--- src/rtl/fir_stream_controller_if.sv ---
// Signal bundle between fir_stream_controller and its surroundings:
// sample RAM read port, FIR filter in/out, playback control and status.
interface fir_stream_controller_if #(
    parameter int N  = 16,
    parameter int AW = 11
);
    logic                start;
    logic                stop;
    logic                loop_en;
    logic [AW-1:0]       mem_addr;
    logic                mem_rd;
    logic signed [N-1:0] mem_data;
    logic signed [N-1:0] fir_in;
    logic                fir_in_valid;
    logic signed [N-1:0] fir_out;
    logic signed [N-1:0] out_data;
    logic                out_valid;
    logic                busy;
    logic                done;
    logic [15:0]         wrap_count;

    modport master (
        input  start, stop, loop_en, mem_data, fir_out,
        output mem_addr, mem_rd, fir_in, fir_in_valid, out_data, out_valid,
               busy, done, wrap_count
    );

    modport slave (
        output start, stop, loop_en, mem_data, fir_out,
        input  mem_addr, mem_rd, fir_in, fir_in_valid, out_data, out_valid,
               busy, done, wrap_count
    );
endinterface

--- src/rtl/fir_stream_controller.sv ---
// Plays samples from a synchronous RAM into a fixed-latency FIR filter, one-shot or looped,
// and tracks the filter latency so every issued read yields exactly one out_valid cycle.
module fir_stream_controller #(
    parameter int N       = 16,
    parameter int DEPTH   = 1500,
    parameter int AW      = 11,
    parameter int FIR_LAT = 8
) (
    input  logic                    clk,
    input  logic                    reset,
    fir_stream_controller_if.master bus
);

    typedef enum logic [1:0] {IDLE = 2'd0, RUN = 2'd1, DRAIN = 2'd2} state_t;

    localparam logic [AW-1:0] LAST_ADDR = AW'(DEPTH - 1);

    state_t              state_q, state_d;
    logic [AW-1:0]       addr_q, addr_d;
    logic                rd_q, rd_d;
    logic [15:0]         wrap_cnt_q, wrap_cnt_d;
    logic                done_q, done_d;

    logic                rd_p1_q;
    logic                vld_p2_q;
    logic signed [N-1:0] fir_in_p2_q;
    logic [FIR_LAT:0]    vld_sr_q;
    logic signed [N-1:0] out_data_q;

    logic                at_last;
    logic                pipe_empty;

    function automatic logic [15:0] sat_inc16(input logic [15:0] v);
        return (v == 16'hFFFF) ? v : v + 16'd1;
    endfunction

    assign at_last    = (addr_q == LAST_ADDR);
    // Nothing issued, in the RAM, at the filter input, or inside the filter latency window.
    assign pipe_empty = !rd_q && !rd_p1_q && !vld_p2_q && (vld_sr_q == '0);

    always_ff @(posedge clk) begin
        if (reset) begin
            state_q <= IDLE;
        end else begin
            state_q <= state_d;
        end
    end

    always_comb begin
        state_d = state_q;
        unique case (state_q)
            IDLE:    if (bus.start) state_d = RUN;
            RUN:     if (bus.stop || (at_last && !bus.loop_en)) state_d = DRAIN;
            DRAIN:   if (pipe_empty) state_d = IDLE;
            default: state_d = IDLE;
        endcase
    end

    always_comb begin
        addr_d     = addr_q;
        rd_d       = 1'b0;
        wrap_cnt_d = wrap_cnt_q;
        done_d     = 1'b0;
        unique case (state_q)
            IDLE: begin
                if (bus.start) begin
                    addr_d     = '0;
                    rd_d       = 1'b1;
                    wrap_cnt_d = '0;
                end
            end
            RUN: begin
                // stop wins over the wrap and over the last one-shot read: no read, address holds
                if (!bus.stop) begin
                    if (!at_last) begin
                        addr_d = addr_q + 1'b1;
                        rd_d   = 1'b1;
                    end else if (bus.loop_en) begin
                        addr_d     = '0;
                        rd_d       = 1'b1;
                        wrap_cnt_d = sat_inc16(wrap_cnt_q);
                    end
                end
            end
            DRAIN:   done_d = pipe_empty;
            default: done_d = 1'b0;
        endcase
    end

    always_ff @(posedge clk) begin
        if (reset) begin
            addr_q     <= '0;
            rd_q       <= 1'b0;
            wrap_cnt_q <= '0;
            done_q     <= 1'b0;
        end else begin
            addr_q     <= addr_d;
            rd_q       <= rd_d;
            wrap_cnt_q <= wrap_cnt_d;
            done_q     <= done_d;
        end
    end

    // p1: RAM data returns; p2: filter input; then FIR_LAT+1 stages to the registered output
    always_ff @(posedge clk) begin
        if (reset) begin
            rd_p1_q     <= 1'b0;
            vld_p2_q    <= 1'b0;
            fir_in_p2_q <= '0;
            vld_sr_q    <= '0;
            out_data_q  <= '0;
        end else begin
            rd_p1_q     <= rd_q;
            vld_p2_q    <= rd_p1_q;
            fir_in_p2_q <= rd_p1_q ? bus.mem_data : '0;
            vld_sr_q    <= {vld_sr_q[FIR_LAT-1:0], vld_p2_q};
            out_data_q  <= bus.fir_out;
        end
    end

    assign bus.mem_addr     = addr_q;
    assign bus.mem_rd       = rd_q;
    assign bus.fir_in       = fir_in_p2_q;
    assign bus.fir_in_valid = vld_p2_q;
    assign bus.out_data     = out_data_q;
    assign bus.out_valid    = vld_sr_q[FIR_LAT];
    assign bus.busy         = (state_q != IDLE);
    assign bus.done         = done_q;
    assign bus.wrap_count   = wrap_cnt_q;

endmodule

--- src/flat_wrapper.sv ---
// flat-port wrapper written by rule: the top's interface ports become plain ports
module fir_stream_controller_flat 
#(
    parameter int N       = 16,
    parameter int DEPTH   = 1500,
    parameter int AW      = 11,
    parameter int FIR_LAT = 8
)
  (clk, reset, bus_start, bus_stop, bus_loop_en, bus_mem_data, bus_fir_out, bus_mem_addr, bus_mem_rd, bus_fir_in, bus_fir_in_valid, bus_out_data, bus_out_valid, bus_busy, bus_done, bus_wrap_count);
  fir_stream_controller_if #(.N(N), .AW(AW)) bus_i ();
  input  logic clk;
  input  logic reset;
  input wire logic [$bits(bus_i.start)-1:0] bus_start;
  input wire logic [$bits(bus_i.stop)-1:0] bus_stop;
  input wire logic [$bits(bus_i.loop_en)-1:0] bus_loop_en;
  input wire logic [$bits(bus_i.mem_data)-1:0] bus_mem_data;
  input wire logic [$bits(bus_i.fir_out)-1:0] bus_fir_out;
  output wire logic [$bits(bus_i.mem_addr)-1:0] bus_mem_addr;
  output wire logic [$bits(bus_i.mem_rd)-1:0] bus_mem_rd;
  output wire logic [$bits(bus_i.fir_in)-1:0] bus_fir_in;
  output wire logic [$bits(bus_i.fir_in_valid)-1:0] bus_fir_in_valid;
  output wire logic [$bits(bus_i.out_data)-1:0] bus_out_data;
  output wire logic [$bits(bus_i.out_valid)-1:0] bus_out_valid;
  output wire logic [$bits(bus_i.busy)-1:0] bus_busy;
  output wire logic [$bits(bus_i.done)-1:0] bus_done;
  output wire logic [$bits(bus_i.wrap_count)-1:0] bus_wrap_count;
  assign bus_i.start = bus_start;
  assign bus_i.stop = bus_stop;
  assign bus_i.loop_en = bus_loop_en;
  assign bus_i.mem_data = bus_mem_data;
  assign bus_i.fir_out = bus_fir_out;
  assign bus_mem_addr = bus_i.mem_addr;
  assign bus_mem_rd = bus_i.mem_rd;
  assign bus_fir_in = bus_i.fir_in;
  assign bus_fir_in_valid = bus_i.fir_in_valid;
  assign bus_out_data = bus_i.out_data;
  assign bus_out_valid = bus_i.out_valid;
  assign bus_busy = bus_i.busy;
  assign bus_done = bus_i.done;
  assign bus_wrap_count = bus_i.wrap_count;
  fir_stream_controller #(.N(N), .DEPTH(DEPTH), .AW(AW), .FIR_LAT(FIR_LAT)) u_core (.clk(clk), .reset(reset), .bus(bus_i));
endmodule
--- config.mk ---
export PLATFORM = sky130hd
export DESIGN_NAME = fir_stream_controller_flat
export DESIGN_NICKNAME = d
export VERILOG_FILES = /design/src/rtl/fir_stream_controller_if.sv /design/src/rtl/fir_stream_controller.sv /design/src/flat_wrapper.sv
export SDC_FILE = /design/constraint.sdc
export NUM_CORES = 1
export LEC_CHECK = 0
export ABC_CLOCK_PERIOD_IN_PS = 2300
export BUFFER_PORTS_ARGS = -buffer_cell sky130_fd_sc_hd__buf_2
export CAP_MARGIN = 20
export CORE_MARGIN = 4
export CORE_UTILIZATION = 30
export DETAILED_ROUTE_END_ITERATION = 7
export PLACE_DENSITY_LB_ADDON = 0.15
export SLEW_MARGIN = 40
export SYNTH_ARGS = -nofsm -noshare
export SYNTH_HDL_FRONTEND = slang
export SYNTH_SLANG_ARGS = --single-unit
--- constraint.sdc ---
create_clock -name clk -period 2.3 [get_ports clk]
set_input_delay 0.46 -clock clk [delete_from_list [all_inputs] [get_ports clk]]
set_output_delay 0.46 -clock clk [all_outputs]
set_load 0.02 [all_outputs]
After elaboration in Yosys (flattened, before gate mapping). Index checks and enable logic that the tools add are counted.

Bits in registers: 74. Input port bits: 37. Output and inout bits: 64. Logic and storage cells: 64.

Add/sub/neg operators: 2. Equal/unequal tests: 12. Mux-type cells: 20. Bitwise logic cells: 2. Reduce and logical (&&, ||, !) cells: 18.

Operators with widths (number): 16-bit two-way mux (5); 11-bit two-way mux (4); 16-bit case mux with 2 select lines (1); 11-bit case mux with 2 select lines (1); 16-bit by 1-bit adder with 16-bit output (second input constant) (1); 16-bit equality test (second input constant) (1); 11-bit by 1-bit adder with 11-bit output (second input constant) (1); 11-bit equality test (second input constant) (1); 9-bit logical NOT (1); 2-bit inequality test (second input constant) (4); 2-bit two-way mux (3); 2-bit by 1-bit inequality test with 1-bit output (second input constant) (3); 2-bit case mux with 3 select lines (1); 6-bit AND reduction (1); 1-bit logical AND (4); 1-bit logical NOT (4); 1-bit two-way mux (4); 4-bit AND reduction (1); 2-bit nonzero test (2); 2-bit OR reduction (2); 3-bit inequality test (second input constant) (1); 3-bit AND reduction (1); 2-bit by 1-bit equality test with 1-bit output (second input constant) (1); 2-bit equality test (second input constant) (1); other kinds (4) (5).

Depth between registers and ports, before layout.
Word-level depth: 6. Gate-level depth with buffers: 9. Mapped depth without buffers: 6.

Worst setup path after synthesis. OpenSTA, ideal clock, no wires.

Path kind: reg-to-reg. Start point: register u_core.addr_q[0] (netlist: u_core.bus.mem_addr[0]). End point: register u_core.wrap_cnt_q[12] (netlist: u_core.bus.wrap_count[12]). Library setup time: 116 ps. Arrival: 2017 ps. Required time: 2184 ps. Slack: 167 ps. Stages on the path, launching flop included: 8. Buffers on the path: 1. Clock period less this slack: 2133 ps. Path through: dfxtp_1 ha_1 and4bb_2 nand3_4 a311o_1 buf_6 a22o_1 a31o_2.

Longest elaborated chain between the ends: 3.

Ends and longest elaborated chain: start: declaration (RTL line fir_stream_controller.sv:19) `logic [AW-1:0] addr_q, addr_d;`; start signal: assignment (RTL line fir_stream_controller.sv:97) `addr_q <= addr_d;`; 11-bit equality test (RTL line fir_stream_controller.sv:37) `assign at_last = (addr_q == LAST_ADDR);`; 2-bit by 1-bit inequality test with 1-bit output (no line); 6-bit AND reduction (no line); end signal: assignment (RTL line fir_stream_controller.sv:99) `wrap_cnt_q <= wrap_cnt_d;`; end: declaration (RTL line fir_stream_controller.sv:21) `logic [15:0] wrap_cnt_q, wrap_cnt_d;`.

No other way between the ends. A chain may end at the register's enable or synchronous reset.

Worst setup path in the final report.
Start point: register u_core.addr_q[1] (netlist: u_core.bus.mem_addr[1]). End point: register u_core.wrap_cnt_q[10] (netlist: u_core.bus.wrap_count[10]).

Same word-level chain as after synthesis.

==> flow_summary_export.csv <==
group,metric,value,unit
routing,routed_wl,7360,microns
global_route,grt_pass1_vias,2426,
timing,rsz0062_at_grt,"false",
die,core-area,9240,sq um
power_and_ir_drop,leakagePower,1.68,nW
routing,dr.first_iter.drc_count,62,
synth,syn-num-nets,340,
timing,slew_viol_final,0,
global_route,track_usage,13.2,%
routing,routed.top_layer,"met4",
timing,layout_min_cycle_time,2.12,ns
routing,drt-vias-per-instance,4.59,
placement,gp_congestion,0.803,
clock_network,numCtsBuffers,9,
worst_setup_path,crit_family,"simple AND/OR/NAND/NOR gates",
synth,ys.flop_type,"dfxtp_1",
finish,drive_gt1_share,34.3,%
finish,nNetsFinal,458,
worst_setup_path,rrSetupSlack,0.18,ns
job,cap_violations,0,
global_route,antenna_found_initial,0,
worst_setup_path,required,2.56,ns
timing,skew,0.00720,ns
worst_setup_path,critPathCaptureType,"register",
timing,max_slew_margin,61.6,%
power_and_ir_drop,ir_drop,0.290,mV
power_and_ir_drop,p_per_area,688,nW/um^2
timing,fin_setup_tns,0,ns
timing,period_share,92.4,%
synth,ys_ff_latch,74,
finish,stdcell_count,552,
placement,dpl.hpwl,5490,microns
placement,placed_cells,537,
clock_network,cts_resized,0,
routing,wl_per_cell,13.3,microns
worst_setup_path,critPathBufInv,0,
synth,synth.distinct_cells,48,
routing,firstDrtPassIters,4,
routing,wl_met3,343,microns
hold_path,hold_start,"bus_mem_data[9]",
synth,synth-seq-area-share,52.0,%
outcome,outcome,"finished, final reports clean",
placement,port-buffer-count,100,
die,dieArea,11100,sq um
worst_setup_path,slowest_stage,"a311o_1",
die,ios,101,
timing,max_freq,471,MHz
routing,antenna_left,0,
die,start_util,30.9,%
global_route,grt_max_degree,41,
finish,nFillCells,956,
clock_network,cts_root_buffer,"clkbuf_8",
finish,area_growth,33.6,%
die,fp-row-count,35,
timing,setup_viol,0,
clock_network,clock_sinks,74,
clock_network,clk_latency,0.33,ns
global_route,grt_pass1_wl,11900,microns
clock_network,clk_transition_reported_paths,0.08,ns
clock_network,htreeDepth,3,
synth,async_reset_ff_share,0,%
clock_network,post-cts-setup-buffers,0,
synth,postSynthAreaPerCell,9.47,sq um
timing,worst_hold_slack,0.322,ns
clock_network,cts_buffer_depth,2,
worst_setup_path,crit_type,"register to register",
worst_setup_path,cpPeakStageDelay,0.50,ns
hold_path,hold_depth,2,
routing,vias,2536,
synth,yosysWarnings,0,
finish,antenna_cells,0,
hold_path,hold-path-endpoint,"u_core.bus.fir_in[9]",
routing,drt-met1-wl,3350,microns
worst_setup_path,r2r_cells,6,
finish,utilization,41.2,%
routing,wl_met2,3590,microns
die,die_w,105,microns
power_and_ir_drop,power.total,0.00262,W
die,die_h,105,microns
global_route,grt_overflow_total,0,
worst_setup_path,cp-start-kind,"register",
worst_setup_path,worstPathArrival,2.38,ns
hold_path,hold_path.class,"primary input to register",
synth,netlist_instances,301,
timing,tightest_slew,0.572,ns
worst_setup_path,timing.rr.end,"u_core.bus.wrap_count[10]",
worst_setup_path,path_max_fanout,12,
routing,drc,0,
synth,netlist_area,2850,sq um
worst_setup_path,regToRegStartpoint,"u_core.bus.mem_addr[1]",
timing,hold_viol_final,0,
synth,synth-edff-count,0,
clock_network,cts_tree,"built",
worst_setup_path,crit_chain,"ha_1 > and4bb_2 > nand3_4 > a311o_1 > or3_1 > a31oi_1",
clock_network,cts_hold_buf,0,
final cells by class:
cell class,instances,area [sq um],share of cell area [%]
inverters,9,33.8,0.887
repair buffers,118,636,16.7
clock buffers,9,124,3.25
clock inverters,6,91.3,2.40
flip-flops and latches,74,1480,38.9
well taps,129,161,4.24
multi-input cells,207,1280,33.6
kinds of logic after synthesis:
family,synth area share [%]
and+or+nand+nor,31.2
DFF,52.0
AOI/OAI and AO/OA,10.3
buffers and inverters,3.12
xor gates and xnor gates,1.84
muxes,0.702
adders and majority gates,0.877
layout by cell type, fill, tap and decap left out, types with 6 or more instances in the layout:
master | netlist | routed
clkbuf_8 | 0 | 9
and3_1 | 6 | 6
buf_2 | 2 | 100
inv_1 | 9 | 9
nand3_1 | 21 | 21
dfxtp_1 | 74 | 74
buf_4 | 1 | 18
and2_1 | 18 | 18
a21oi_1 | 11 | 11
nor2_1 | 20 | 20
o21ai_0 | 9 | 9
nand4_1 | 7 | 7
nand2_1 | 17 | 17
nor2b_1 | 28 | 28
through the flow:
step                      setup WS [ns]  instance area, sq um
final                             0.175                  3810
after global routing             0.0215                  3810
after CTS                         0.184                  3810
after detailed placement          0.224                  3590
after global placement            0.258                  3590
after floorplan                   0.167                  2850
synth_stat cells, drive strengths merged, types with 2 or more instances:
| cell | n | area share (%) |
|---|---|---|
| nor4b | 2 | 0.61 |
| inv | 9 | 1.2 |
| nor4 | 5 | 1.1 |
| xnor2 | 5 | 1.5 |
| mux2i | 2 | 0.70 |
| and4bb | 2 | 0.88 |
| nand2 | 17 | 2.2 |
| a31o | 3 | 0.92 |
| nand2b | 4 | 0.88 |
| buf | 4 | 1.0 |
| dfxtp | 74 | 52 |
| nor2 | 20 | 2.6 |
| a2bb2oi | 2 | 0.61 |
| nor3b | 4 | 1.1 |
| nor2b | 28 | 6.1 |
| and4 | 2 | 0.61 |
| nand4 | 7 | 1.5 |
| a21o | 2 | 0.53 |
| a21oi | 11 | 1.9 |
| nor3 | 5 | 0.88 |
| o21ai | 10 | 1.8 |
| a22o | 3 | 0.92 |
| clkbuf | 7 | 0.92 |
| a22oi | 3 | 0.79 |
| or3 | 3 | 0.66 |
| a31oi | 5 | 1.1 |
| and2 | 19 | 4.2 |
| and3 | 7 | 1.7 |
| nand3 | 22 | 4.3 |
| ha | 2 | 0.88 |
| a311oi | 2 | 0.83 |
metal layers:
| layer | global-route usage (%) | vias to the layer above |
|---|---|---|
| met5 | 0 | - |
| met4 | 5.64 | 0 |
| met3 | 2.82 | 8 |
| met2 | 20.9 | 57 |
| met1 | 17.5 | 1183 |
| li1 | - | 1288 |
worst max-delay path by stage:
| stage | startpoint | end | slack, ns | depth (start not counted) |
|---|---|---|---|---|
| floorplan | u_core.bus.mem_addr[0] | u_core.bus.wrap_count[12] | 0.17 | 7 |
| global placement | u_core.bus.mem_addr[1] | u_core.bus.wrap_count[5] | 0.26 | 6 |
| detailed placement | u_core.bus.mem_addr[1] | u_core.bus.wrap_count[10] | 0.22 | 6 |
| CTS | u_core.bus.mem_addr[1] | u_core.bus.wrap_count[10] | 0.18 | 6 |
| global route | u_core.bus.mem_addr[1] | u_core.bus.wrap_count[10] | 0.02 | 6 |
| finish | u_core.bus.mem_addr[1] | u_core.bus.wrap_count[10] | 0.18 | 6 |
power by group:
group	switching [W]	internal, W	total [W]
Combinational	0.000120	0.0000847	0.000205
Sequential	0.00000808	0.00131	0.00132
Clock	0.000493	0.000609	0.00110
Total	0.000621	0.00200	0.00262
state kept, by name (all words and copies together) (netlist names):
signal                   count
u_core.bus.mem_addr         11
u_core.bus.fir_in_valid      1
u_core.bus.fir_in           16
u_core.bus.wrap_count       16
u_core.rd_p1_q               1
u_core.bus.mem_rd            1
u_core.vld_sr_q              9
u_core.bus.done              1
u_core.bus.out_data         16
u_core.state_q               2
Note: power is estimated with default switching activity, not from simulation.
